==> config.mk <==
export PLATFORM = sky130hd
export DESIGN_NAME = sirv_reset_req_gen
export DESIGN_NICKNAME = d
export VERILOG_FILES = /design/src/rtl/sirv_reset_req_gen.sv
export SDC_FILE = /design/constraint.sdc
export NUM_CORES = 1
export LEC_CHECK = 0
export CORE_ASPECT_RATIO = 0.75
export CORE_MARGIN = 1
export CORE_UTILIZATION = 56
export CTS_CLUSTER_SIZE = 8
export DETAILED_ROUTE_END_ITERATION = 6
export DONT_BUFFER_PORTS = 1
export PLACE_DENSITY = 0.71
export SETUP_SLACK_MARGIN = 0.2
export SYNTH_ARGS = -nofsm -noshare
export SYNTH_HDL_FRONTEND = slang
export SYNTH_SLANG_ARGS = --single-unit
export TNS_END_PERCENT = 20
==> constraint.sdc <==
create_clock -name clock -period 2 [get_ports clock]
set_input_delay 0.4 -clock clock [delete_from_list [all_inputs] [get_ports clock]]
set_output_delay 0.4 -clock clock [all_outputs]
set_load 0.05 [all_outputs]
==> src/rtl/sirv_reset_req_gen.sv <==
// -----------------------------------------------------------------------------
// sirv_reset_req_gen
//
// Source end of the reset path. Collects reset requests from software (keyed
// strobe), the watchdog (level) and the debug module (ndmreset level) and turns
// them into one clean, stretched, active-high reset request for the per-domain
// catch-and-sync stages. Also records which sources caused the reset and keeps
// a saturating count of reset events for diagnostics. Lives in the always-on
// domain.
//
// Ports:
//   clock        always-on clock
//   reset        synchronous, active-high reset
//   test_mode    scan/test mode; forces rst_req_out low (FSM keeps running)
//   sw_req_valid single-cycle software reset strobe
//   sw_req_key   key qualifying sw_req_valid; must equal SW_KEY
//   wdog_req     watchdog reset request (level)
//   dbg_req      debug ndmreset request (level)
//   cause_clr    single-cycle clear of cause and req_count
//   rst_req_out  active-high reset request to downstream stages
//   busy         high whenever the FSM is not IDLE
//   cause        sticky request causes {dbg, wdog, sw}
//   req_count    saturating count of reset events
// -----------------------------------------------------------------------------
module sirv_reset_req_gen #(
  parameter int unsigned STRETCH_CYCLES = 16,  // >= 1
  parameter int unsigned HOLDOFF_CYCLES = 8,   // 0 skips HOLDOFF
  parameter int unsigned CNT_W          = 8,   // holds max(STRETCH, HOLDOFF)
  parameter logic [7:0]  SW_KEY         = 8'h5A
) (
  input  logic       clock,
  input  logic       reset,
  input  logic       test_mode,
  input  logic       sw_req_valid,
  input  logic [7:0] sw_req_key,
  input  logic       wdog_req,
  input  logic       dbg_req,
  input  logic       cause_clr,
  output logic       rst_req_out,
  output logic       busy,
  output logic [2:0] cause,
  output logic [7:0] req_count
);

  typedef enum logic [1:0] {
    ST_IDLE    = 2'd0,
    ST_ASSERT  = 2'd1,
    ST_HOLDOFF = 2'd2
  } state_e;

  localparam bit             HAS_HOLDOFF  = (HOLDOFF_CYCLES != 0);
  localparam logic [CNT_W-1:0] STRETCH_LOAD = CNT_W'(STRETCH_CYCLES - 1);
  localparam logic [CNT_W-1:0] HOLDOFF_LOAD =
    CNT_W'(HAS_HOLDOFF ? (HOLDOFF_CYCLES - 1) : 0);
  localparam logic [7:0]     COUNT_MAX    = 8'hFF;

  // ---------------------------------------------------------------------------
  // Request decode
  // ---------------------------------------------------------------------------
  logic       sw_hit;   // software strobe carrying the correct key
  logic [2:0] src;      // per-source activity this cycle, {dbg, wdog, sw}
  logic       trig;
  logic       lvl;

  assign sw_hit = sw_req_valid && (sw_req_key == SW_KEY);
  assign src    = {dbg_req, wdog_req, sw_hit};
  assign trig   = |src;
  // Only level sources can extend the pulse; the sw strobe is one cycle wide.
  assign lvl    = wdog_req || dbg_req;

  // ---------------------------------------------------------------------------
  // State and registered outputs
  // ---------------------------------------------------------------------------
  state_e           state_q,     state_d;
  logic [CNT_W-1:0] cnt_q,       cnt_d;
  logic             rst_req_q,   rst_req_d;
  logic             busy_q,      busy_d;
  logic [2:0]       cause_q,     cause_d;
  logic [7:0]       req_count_q, req_count_d;

  logic [2:0]       cause_set;
  logic             count_inc;

  always_comb begin
    // NOTE: every signal gets a default before the case so no path leaves it
    // unassigned; otherwise synthesis infers a latch to hold the old value.
    state_d   = state_q;
    cnt_d     = cnt_q;
    cause_set = 3'b000;
    count_inc = 1'b0;

    unique case (state_q)
      ST_IDLE: begin
        if (trig) begin
          state_d   = ST_ASSERT;
          cnt_d     = STRETCH_LOAD;
          cause_set = src;
          count_inc = 1'b1;
        end
      end

      ST_ASSERT: begin
        // Late requests are recorded but neither counted nor allowed to
        // restart the stretch.
        cause_set = src;
        if (cnt_q != '0) begin
          cnt_d = cnt_q - CNT_W'(1);
        end else if (!lvl) begin
          if (HAS_HOLDOFF) begin
            state_d = ST_HOLDOFF;
            cnt_d   = HOLDOFF_LOAD;
          end else begin
            state_d = ST_IDLE;
          end
        end
        // counter==0 with a level request still high: hold here with the
        // counter parked at 0 so the level is never released early.
      end

      ST_HOLDOFF: begin
        // Everything is ignored while the downstream stages settle.
        if (cnt_q != '0) begin
          cnt_d = cnt_q - CNT_W'(1);
        end else begin
          state_d = ST_IDLE;
        end
      end

      default: begin
        state_d = ST_IDLE;
        cnt_d   = '0;
      end
    endcase

    // Clear first, then set: a source firing in the clear cycle keeps its bit.
    cause_d = (cause_clr ? 3'b000 : cause_q) | cause_set;

    if (cause_clr) begin
      req_count_d = count_inc ? 8'd1 : 8'd0;
    end else if (count_inc && (req_count_q != COUNT_MAX)) begin
      req_count_d = req_count_q + 8'd1;
    end else begin
      req_count_d = req_count_q;
    end

    // Outputs are decoded from the next state so they register with it.
    rst_req_d = (state_d == ST_ASSERT);
    busy_d    = (state_d != ST_IDLE);
  end

  always_ff @(posedge clock) begin
    // NOTE: sequential state uses non-blocking assignments so every flop
    // samples its _d value from before the edge, independent of statement order.
    if (reset) begin
      state_q     <= ST_IDLE;
      cnt_q       <= '0;
      rst_req_q   <= 1'b0;
      busy_q      <= 1'b0;
      cause_q     <= 3'b000;
      req_count_q <= 8'd0;
    end else begin
      state_q     <= state_d;
      cnt_q       <= cnt_d;
      rst_req_q   <= rst_req_d;
      busy_q      <= busy_d;
      cause_q     <= cause_d;
      req_count_q <= req_count_d;
    end
  end

  // Test mode gates the request combinationally so the downstream stage sees
  // only the test reset; the FSM and diagnostics keep running underneath.
  assign rst_req_out = rst_req_q && !test_mode;
  assign busy        = busy_q;
  assign cause       = cause_q;
  assign req_count   = req_count_q;

endmodule

## Word level (Yosys, flattened, before mapping)

Cells that the tools add are included.

- Bits in registers: 23
- Output and inout port bits: 13
- Word-level logic and storage cells: 46

- Add/subtract/negate cells: 2
- Equal/unequal tests: 8
- Mux-type cells: 18
- Bitwise gates (word level): 1
- Reduce and logical (&&, ||, !) cells: 11

Operator list:

| operator | count |
|---|---|
| $mux W8 | 6 |
| $pmux W8 S3 | 1 |
| $add A8 B1 Y8 const B | 1 |
| $eq A8 B7 Y1 const B | 1 |
| $mux W2 | 4 |
| $ne A8 B8 Y1 const B | 1 |
| $reduce_bool A8 Y1 | 1 |
| $sub A8 B1 Y8 const B | 1 |
| $mux W3 | 2 |
| $pmux W2 S3 | 1 |
| $pmux W3 S2 | 1 |
| $eq A2 B1 Y1 const B | 2 |
| $ne A2 B2 Y1 const B | 2 |
| $reduce_bool A2 Y1 | 2 |
| $logic_and A1 B1 Y1 | 3 |
| $mux W1 | 3 |
| $ne A3 B3 Y1 const B | 1 |
| $or A3 B3 Y3 | 1 |
| $reduce_and A3 Y1 | 1 |
| $reduce_or A3 Y1 | 1 |
| $eq A2 B2 Y1 const B | 1 |
| $logic_not A2 Y1 | 1 |
| $logic_not A1 Y1 | 1 |
| $logic_or A1 B1 Y1 | 1 |

## Depth between registers and ports, before layout

Gate-level depths: netlist of the first run.

- Depth in word-level cells: 8
- Depth in mapped cells: 8
- Mapped depth without buffers: 7

## Worst setup path before layout of the first run

No wires, ideal clock.

- Kind: register to register
- Start point: register req_count_q[0], in the netlist req_count[0]
- End point: register req_count_q[0], in the netlist req_count[0]
- Setup time: 0.070 ns
- Arrival time: 1.998 ns
- Required time: 1.930 ns
- Path slack: -0.068 ns
- Stages on the path, launching flop included: 7
- Period minus slack after synthesis: 2.068 ns
- Cell sequence: dfxtp_1 ha_1 nand3_1 o21ai_2 nor2_1 or3b_2 a21oi_1

- Longest elaborated chain between the ends: 3
- Elaborated cells between the ends (all ways): 6
- Classes of those cells: add/sub: 1; eq/ne: 1; mux: 2; reduce/logical: 2

RTL lines:

| item | line | source |
|---|---|---|
| start, declared | 79 | `logic [7:0] req_count_q, req_count_d;` |
| start signal, assigned | 167 | `req_count_q <= req_count_d;` |
| $add A8 B1 Y8 / $ne A8 B8 Y1 (equally long branches) | 141, 140 |  |
| $mux W8 / $logic_and A1 B1 Y1 (equally long branches) | 140 | `end else if (count_inc && (req_count_q != COUNT_MAX)) begin` |
| $mux W8 / $reduce_bool A2 Y1 (equally long branches) | -- |  |

Several ways; a longest one is shown, not always the timed one. The select of a mux whose other input is x is not followed.
A chain may end at the register's enable or synchronous reset.

## Worst setup path after layout of the first run

- Start point: register cnt_q[1]
- End point: register cnt_q[7]

- Longest elaborated chain between the ends: 3
- Elaborated cells between the ends (all ways): 8
- Classes of those cells: add/sub: 1; eq/ne: 2; mux: 3; reduce/logical: 2

RTL lines:

| item | line | source |
|---|---|---|
| start, declared | 75 | `logic [CNT_W-1:0] cnt_q, cnt_d;` |
| start signal, assigned | 163 | `cnt_q <= cnt_d;` |
| $sub A8 B1 Y8 / $reduce_bool A8 Y1 (equally long branches) | -- |  |
| $mux W8 (tied with other cells) | 122 | `if (cnt_q != '0) begin` |
| $pmux W8 S3 / $reduce_and A3 Y1 (equally long branches) | -- |  |

Several ways; a longest one is shown, not always the timed one. The select of a mux whose other input is x is not followed.

==> flow_metrics.tcl, run 1 <==
set metrics [dict create \
    synth_adder_area_share_pct 2.99 \
    dpl_worst_slack_ns 0.124 \
    p_per_area_mw_per_mm2 698 \
    synth_top_family_by_area "simple AND/OR/NAND/NOR gates" \
    violations "design-rule violations" \
    top_usage_layer "met2" \
    die_w_um 56.7 \
    final_cell_count_no_fill 189 \
    hold_viol_final 0 \
    gr-total-overflow 0 \
    outcome "finished with violations" \
    core_area_mm2 0.00207 \
    areaGrowthSynthToFinish_pct 17.6 \
    internal_power_mw 0.695 \
    finalCritPeriodShare_pct 90.2 \
    drt_iter0_markers 42 \
    ys_seq_elements 23 \
    ant_nets 0 \
    layout_setup_ws_ns 0.196 \
    syn_area_mm2 0.00126 \
    synthMuxAreaShare_pct 0.796 \
    layout_min_cycle_time_ns 1.80 \
    hold_class "primary input to flop" \
    core.rowCount 14 \
    slew_headroom_pct 64.3 \
    start_kind "flop" \
    synth_fp_nets 165 \
    maxSlewViolCount 0 \
    layout.nets 184 \
    via_count 1122 \
    cts.clk_slew.worst_paths_ns 0.12 \
    async_flop_share_pct 0 \
    switchingPower_mw 0.337 \
    synthDistinctLibCells 46 \
    yosysSeqAreaShare_pct 36.6 \
    p_seq_share_pct 52.2 \
    grt_max_degree 13 \
    yosysWarnings 0 \
    fin_area_mm2 0.00148 \
    start_util_pct 60.8 \
    grtUsageTotal_pct 26.7 \
    cp-end-kind "flop" \
    synth_compound_area_share_pct 20.1 \
    skew_ns 0.00883 \
    rsz0062_at_grt "true" \
    gp_congestion 0.829 \
    p_clk_share_pct 20.6 \
    synth_xor_area_share_pct 4.18 \
    wl_per_cell_um 16.2 \
    grt_pass1_wl_um 4870 \
    port_buffers 0 \
    cts_root_buf "clkbuf_4" \
    final_common_cell "buf_4" \
    dr.pass1.iters 6 \
    final_core_util_pct 71.5 \
    setup_viol 0 \
    dieArea_mm2 0.00244 \
    total_power_mw 1.03 \
    dp.cells 180 \
    clk-insertion-delay-late_ns 0.32 \
    placed_area_mm2 0.00139 \
    vdd_drop_max_uv 435 \
    hpwl_um 2280 \
    clock_sinks 23 \
    syn_area_per_cell_um2 8.55 \
    crit_type "flop to flop" \
    antenna_cells 0 \
    max_freq_mhz 554 \
    grtUsageMet3_pct 7.01 \
    crit_arrival_ns 2.06 \
    post-route-drc-count 4 \
    met2_usage_pct 39.0 \
    cts_htree_levels 1 \
    synth_simple_gate_area_share_pct 32.2 \
    cts_buffers 3 \
    pwr-share-comb_pct 27.2 \
    setup-tns-final_ns 0 \
    cts_tree "done" \
    worst_slew_pin_slew_ns 0.535 \
    grt_use_met1_pct 38.5 \
    power.leakage_nw 0.561 \
    worst_ep_required_time_ns 2.25 \
    routed_wl_um 3060 \
    final_cell_mix "buf_4 (18), nor2_1 (16), dfxtp_1 (13), a21oi_1 (12), nand2_1 (9)" \
    swShare_pct 32.7 \
    hold_ws_ns 0.126 \
    synth_cells 147 \
    drive_above_1_share_pct 32.1 \
    grt_pass1_vias 1061 \
    cts_buffer_depth 2 \
    antenna_found_initial 0 \
    die_y_um 43.0 \
    ys.flop_type "dfxtp_1" \
    io_pins 28 \
    synth_edf_count 0 \
    routed_via_density 5.94 \
    maxCapViolCount 0 \
    crit_fanout 6 \
]
path summary, 6_finish.rpt:
check                 end  slack, ns     start  cells after the start
min          req_count[0]       0.13     reset                      1
max reg2reg      cnt_q[7]       0.20  cnt_q[1]                      8
max              cnt_q[7]       0.20  cnt_q[1]                      8
min reg2reg      cnt_q[7]       0.53  cnt_q[7]                      2
logic make-up (layout without fill, tap and decap cells):
| kind of cell | count (synthesis) | count (layout) |
|---|---|---|
| AO/OA/AOI/OAI | 37 | 37 |
| XOR/XNOR | 6 | 6 |
| adder cells (fa/ha/maj) | 3 | 3 |
| buffers and inverters | 9 | 27 |
| flip-flops | 23 | 23 |
| multiplexers | 1 | 1 |
| AND/OR/NAND/NOR | 68 | 68 |
registers in the layout, summed over array words and instances, names as in the netlist:
name,flops
busy,1
cause,3
cnt_q,8
req_count,8
rst_req_q,1
state_q,2
power by group through the flow:
stage	Clock, mW	Combinational [mW]	Sequential [mW]
floorplan	0	0.184	0.546
global placement	0	0.232	0.545
detailed placement	0	0.239	0.547
CTS	0.225	0.252	0.537
global route	0.237	0.309	0.544
finish	0.213	0.281	0.539
layout make-up:
cell class / count / area [um^2]
multi-input cells: 115 / 791
repair buffers: 18 / 135
clock buffers: 4 / 26.3
flip-flops and latches: 23 / 478
fillers: 180 / 588
inverters: 5 / 18.8
well taps: 24 / 30.0
repair_timing:
action	in CTS	in global routing
pin swaps	4	4
setup buffers	1	4
setup endpoints to repair	6	9
hold buffers	0	0
resized for setup	6	4
critical path, cell delays in order (launching register included):
cell and delay (ns):
dfxtp_2 0.35, inv_2 0.05, ha_4 0.15, nor3b_2 0.14, buf_4 0.15, nand4_1 0.09
o211ai_2 0.15, or4b_1 0.52, a21oi_1 0.14
synth_stat cells (2+ instances only):
cell type   n  area share (%)
or3_1       2            0.99
nor2b_1     3             1.5
or2_2       3             1.5
nand4_1     3             1.5
nand2_1    10             3.0
o21bai_1    3             1.8
o21ai_0     7             2.8
or3_2       2             1.2
ha_1        3             3.0
clkbuf_1    2            0.60
a221o_1     2             1.6
a21o_1      2             1.2
nor2_1     16             4.8
inv_1       5             1.5
nor3_1      5             2.0
nand3_1     6             2.4
a21oi_1    12             4.8
and3_1      2            0.99
a21boi_0    2             1.2
nand2b_1    5             2.5
xnor2_1     5             3.5
dfxtp_1    23              37
layer usage:
metal	vias up	routed length, um
li1	567	-
met1	514	1500
met2	36	1340
met3	5	188
met4	0	23
met5	-	0
Power figures use the tool's default switching activity.
==> run 2: changes to the inputs <==
- CORE_ASPECT_RATIO: 0.75 -> not set
==> run 2 against run 1 <==
  * The run now ends clean
  * Clock skew down 0.0052 ns
  * Combinational power up 5%
  * Sequential share of layout area shrank 0.56 points
  * Sequential power barely moved
  * Critical endpoint unchanged
==> flow_metrics.tcl, run 2 (synthesis gave the netlist of run 1 again) <==
set metrics [dict create \
    die_w_um 49.4 \
    crit_arrival_ns 2.09 \
    timing.rr.end "cnt_q[7]" \
    hold_viol_final 0 \
    grtUsageMet3_pct 4.05 \
    via_count 1158 \
    cts_htree_levels 1 \
    rsz0062_at_grt "true" \
    outcome "completed" \
    post-route-drc-count 0 \
    areaGrowthSynthToFinish_pct 19.7 \
    gr-total-overflow 0 \
    hold_class "primary input to flop" \
    grt_pass1_vias 1118 \
    p_per_area_mw_per_mm2 701 \
    cts.clk_slew.worst_paths_ns 0.13 \
    start_util_pct 61.6 \
    port_buffers 0 \
    max_freq_mhz 549 \
    antenna_cells 0 \
    final_common_cell "buf_4" \
    setup-tns-final_ns 0 \
    maxCapViolCount 0 \
    drive_above_1_share_pct 34.3 \
    path_cells "inv_2, ha_2, nor3b_2, buf_4, nand4_1, o211ai_4, or4b_4, a21oi_2" \
    dr.pass1.iters 4 \
    slew_headroom_pct 65.4 \
    gp_congestion 0.826 \
    grtUsageTotal_pct 27.2 \
    skew_ns 0.00362 \
    cts_root_buf "clkbuf_4" \
    core_area_mm2 0.00204 \
    met2_usage_pct 42.7 \
    maxSlewViolCount 0 \
    setup_viol 0 \
    cp-end-kind "flop" \
    path_buf_inv 2 \
    switchingPower_mw 0.352 \
    slowest_delay_ns 0.50 \
    hold_start "reset" \
    internal_power_mw 0.703 \
    crit_type "flop to flop" \
    reg2regPathDepth 8 \
    r2r_start "cnt_q[0]" \
    hpwl_um 2150 \
    ff2ff_setup_slack_ns 0.18 \
    final_cell_mix "buf_4 (18), nor2_1 (16), dfxtp_1 (13), a21oi_1 (10), nand2_1 (9)" \
    routed_wl_um 2960 \
    ant_nets 0 \
    worst_slew_pin_slew_ns 0.518 \
    dieArea_mm2 0.00244 \
    whs_endpoint "req_count[0]" \
    layout.nets 185 \
    cts_buffer_depth 2 \
    swShare_pct 33.4 \
    top_usage_layer "met2" \
    clk-insertion-delay-late_ns 0.31 \
    routed_via_density 6.00 \
    dp.cells 182 \
    power.leakage_nw 0.566 \
    grt_pass1_wl_um 5100 \
    start_kind "flop" \
    drt_iter0_markers 29 \
    pwr-share-comb_pct 27.9 \
    die_y_um 49.4 \
    hold_buffers 0 \
    wl_per_cell_um 15.3 \
    grt_max_degree 13 \
    crit_fanout 5 \
    finalCritPeriodShare_pct 91.1 \
    p_clk_share_pct 21.0 \
    final_core_util_pct 73.7 \
    crit_slowest_cell "or4b_4" \
    p_seq_share_pct 51.1 \
    vdd_drop_max_uv 613 \
    layout_min_cycle_time_ns 1.82 \
    worst_ep_required_time_ns 2.26 \
    antenna_found_initial 0 \
    core.rowCount 16 \
    final_cell_count_no_fill 193 \
    grt_use_met1_pct 37.9 \
    crit_family "simple AND/OR/NAND/NOR gates" \
    clock_sinks 23 \
    cts_buffers 3 \
    cts_tree "done" \
    min_path_cells 1 \
    io_pins 28 \
]
-- run 2: cell count changes in the layout (fill, tap and decap cells not counted) --
cell      previous run  this run
a21oi_1             12        10
a21oi_2              0         2
ha_2                 0         1
ha_4                 1         0
o211ai_4             0         1
o21ai_0              6         7
o21ai_1              1         0
or4b_1               1         0
or4b_4               0         1
-- run 2: repair_timing --
| item | in CTS | in global routing |
|---|---|---|
| endpoints found under the setup margin | 6 | 11 |
| buffers inserted | 5 | 1 |
| gates cloned | 1 | 0 |
| pin swaps | 4 | 2 |
| gates resized for setup | 10 | 2 |
-- run 2: through the flow --
step                      cell area (um^2)  power (mW)  hold WS, ns  worst slack, ns
final                                 1510        1.05        0.127            0.177
after global routing                  1510        1.11        0.110           0.0965
after CTS                             1490        1.04        0.120            0.193
after detailed placement              1380       0.784        0.465           0.0381
after global placement                1380       0.773        0.463            0.122
after floorplan                       1280       0.730        0.447            0.206
-- run 2: area by class of cell --
class                      count  area (um^2)
fill                         173          537
inverter                       5         18.8
sequential                    23          478
timing repair buffer          18          135
multi-input combinational    116          813
tap                           27         33.8
clock buffer                   4         26.3
-- run 2: how the worst max path moves through the flow --
stage / slack, ns / cells after the start / to / startpoint
2_1_floorplan: 0.21 / 7 / busy / cnt_q[0]
5_1_grt: 0.1 / 8 / cnt_q[7] / cnt_q[0]
3_3_place_gp: 0.12 / 5 / cnt_q[7] / sw_req_key[0]
4_1_cts: 0.19 / 8 / cnt_q[7] / cnt_q[0]
3_5_place_dp: 0.04 / 5 / cnt_q[7] / sw_req_key[0]
6_report: 0.18 / 8 / cnt_q[7] / cnt_q[0]
-- run 2: power groups by stage --
stage	Combinational, mW	Clock, mW	Sequential [mW]
after floorplan	0.184	0	0.546
after global placement	0.229	0	0.545
after detailed placement	0.238	0	0.546
after CTS	0.274	0.225	0.538
after global routing	0.325	0.242	0.543
final	0.295	0.222	0.539
-- run 2: per-layer routing --
layer | vias up | wire, um
met5 | - | 0
met3 | 5 | 152
met4 | 0 | 40
met1 | 532 | 1450
li1 | 574 | -
met2 | 47 | 1310
==> run 3: changes to the inputs <==
- CTS_BUF_LIST: not set -> sky130_fd_sc_hd__clkbuf_4
==> run 3 against run 2 <==
  * Register-to-register slack is essentially flat
  * Sequential power is essentially flat
  * Non-clock buffer count is the same
  * Utilization grew 0.18 points
  * Sequential share of layout area shrank 0.079 points
  * Maximum frequency is essentially flat
  * Cell count is the same
  * Critical endpoint unchanged
  * Largest cell class unchanged
  * Largest power group unchanged
==> flow_metrics.tcl, run 3 (synthesis gave the netlist of run 1 again) <==
set metrics [dict create \
    die_w_um 49.4 \
    dieArea_mm2 0.00244 \
    routed_via_density 5.99 \
    grt_pass1_wl_um 5100 \
    hpwl_um 2150 \
    dr.pass1.iters 4 \
    fillCellCount 171 \
    drive_above_1_share_pct 34.9 \
    p_per_area_mw_per_mm2 710 \
    worst_ep_required_time_ns 2.27 \
    dpl_worst_slack_ns 0.0381 \
    crit_family "simple AND/OR/NAND/NOR gates" \
    slowest_delay_ns 0.50 \
    io_pins 28 \
    layout_setup_ws_ns 0.178 \
    multi_input_area_um2 813 \
    rsz0062_at_grt "true" \
    cts_buffers 3 \
    maxCapViolCount 0 \
    cts_htree_levels 1 \
    wl_per_cell_um 15.4 \
    die_y_um 49.4 \
    via_count 1156 \
    layout.nets 185 \
    maxSlewViolCount 0 \
    max_freq_mhz 549 \
    crit_fanout 5 \
    start_kind "flop" \
    path_buf_inv 2 \
    layout_min_cycle_time_ns 1.82 \
    cts.clk_slew.worst_paths_ns 0.13 \
    port_buffers 0 \
    areaGrowthSynthToFinish_pct 20.0 \
    start_util_pct 61.6 \
    setup-tns-final_ns 0 \
    ant_nets 0 \
    ff2ff_setup_slack_ns 0.18 \
    finalCritPeriodShare_pct 91.1 \
    post-route-drc-count 0 \
    reg2regPathDepth 8 \
    grtUsageTotal_pct 27.2 \
    cts_buffer_depth 2 \
    crit_slowest_cell "or4b_4" \
    clock_sinks 23 \
    hold_viol_final 0 \
    final_cell_mix "buf_4 (18), nor2_1 (16), dfxtp_1 (13), a21oi_1 (10), nand2_1 (9)" \
    final_common_cell "buf_4" \
    setup_viol 0 \
    path_cells "inv_2, ha_2, nor3b_2, buf_4, nand4_1, o211ai_4, or4b_4, a21oi_2" \
    timing.rr.end "cnt_q[7]" \
    gp_congestion 0.826 \
    power.leakage_nw 0.569 \
    crit_arrival_ns 2.09 \
    vdd_drop_max_uv 618 \
    cts_root_buf "clkbuf_4" \
    hold_buffers 0 \
    cts_tree "done" \
    min_path_cells 1 \
    whs_endpoint "req_count[0]" \
    drt_iter0_markers 28 \
    core_area_mm2 0.00204 \
    outcome "completed" \
    crit_type "flop to flop" \
    clk-insertion-delay-late_ns 0.32 \
    skew_ns 0.00666 \
    fin_area_mm2 0.00151 \
    routed_wl_um 2980 \
    placed_area_mm2 0.00138 \
    antenna_found_initial 0 \
    total_power_mw 1.07 \
    grt_max_degree 13 \
    antenna_cells 0 \
    hold_start "reset" \
    grt_pass1_vias 1118 \
    seqCellArea_um2 478 \
    slew_headroom_pct 65.4 \
    worst_slew_pin_slew_ns 0.518 \
    core.rowCount 16 \
    gr-total-overflow 0 \
    r2r_start "cnt_q[0]" \
    cp-end-kind "flop" \
    hold_class "primary input to flop" \
]
run 3: cell types whose count changed in the layout (fill, tap and decap cells not counted):
cell	previous run	this run
clkbuf_1	1	0
clkbuf_4	3	4
run 3: layout make-up:
| type | instances | share of cell area [%] |
|---|---|---|
| multi-input combinational | 116 | 53.9 |
| inverter | 5 | 1.24 |
| sequential | 23 | 31.7 |
| clock buffer | 4 | 1.99 |
| timing repair buffer | 18 | 8.96 |
| tap | 27 | 2.24 |
run 3: repair_timing:
item / CTS / global route
cloned: 1 / 0
endpoints found under the hold margin: 0 / 0
buffers inserted: 5 / 1
gates resized for setup: 10 / 2
pin swaps: 4 / 2
setup endpoints to repair: 6 / 11
run 3: how the worst max path moves through the flow:
stage / depth (start not counted) / slack [ns] / end / startpoint
after floorplan: 7 / 0.21 / busy / cnt_q[0]
after global placement: 5 / 0.12 / cnt_q[7] / sw_req_key[0]
after detailed placement: 5 / 0.04 / cnt_q[7] / sw_req_key[0]
after CTS: 8 / 0.19 / cnt_q[7] / cnt_q[0]
after global routing: 8 / 0.1 / cnt_q[7] / cnt_q[0]
final: 8 / 0.18 / cnt_q[7] / cnt_q[0]
run 3: power by group:
part           switching, mW  leakage, nW  internal [mW]
Clock                  0.146       0.0184         0.0916
Sequential            0.0499        0.194          0.489
Combinational          0.159        0.357          0.136
run 3: layer usage:
metal  vias to the layer above  routed length (um)  global-route usage [%]
met5                         -                   0                       0
met4                         0                  40                    9.05
met3                         5                 108                    4.05
met2                        34                1340                    42.7
met1                       544                1490                    37.9
li1                        573                   -                       -
run 3: per-stage QoR:
step,utilization [%],hold WS [ns],std cells
final,73.9,0.127,193
after CTS,73.2,0.120,192
after global placement,67.8,0.463,182
after global routing,73.9,0.110,193
after floorplan,-,0.447,147
after detailed placement,67.8,0.465,182
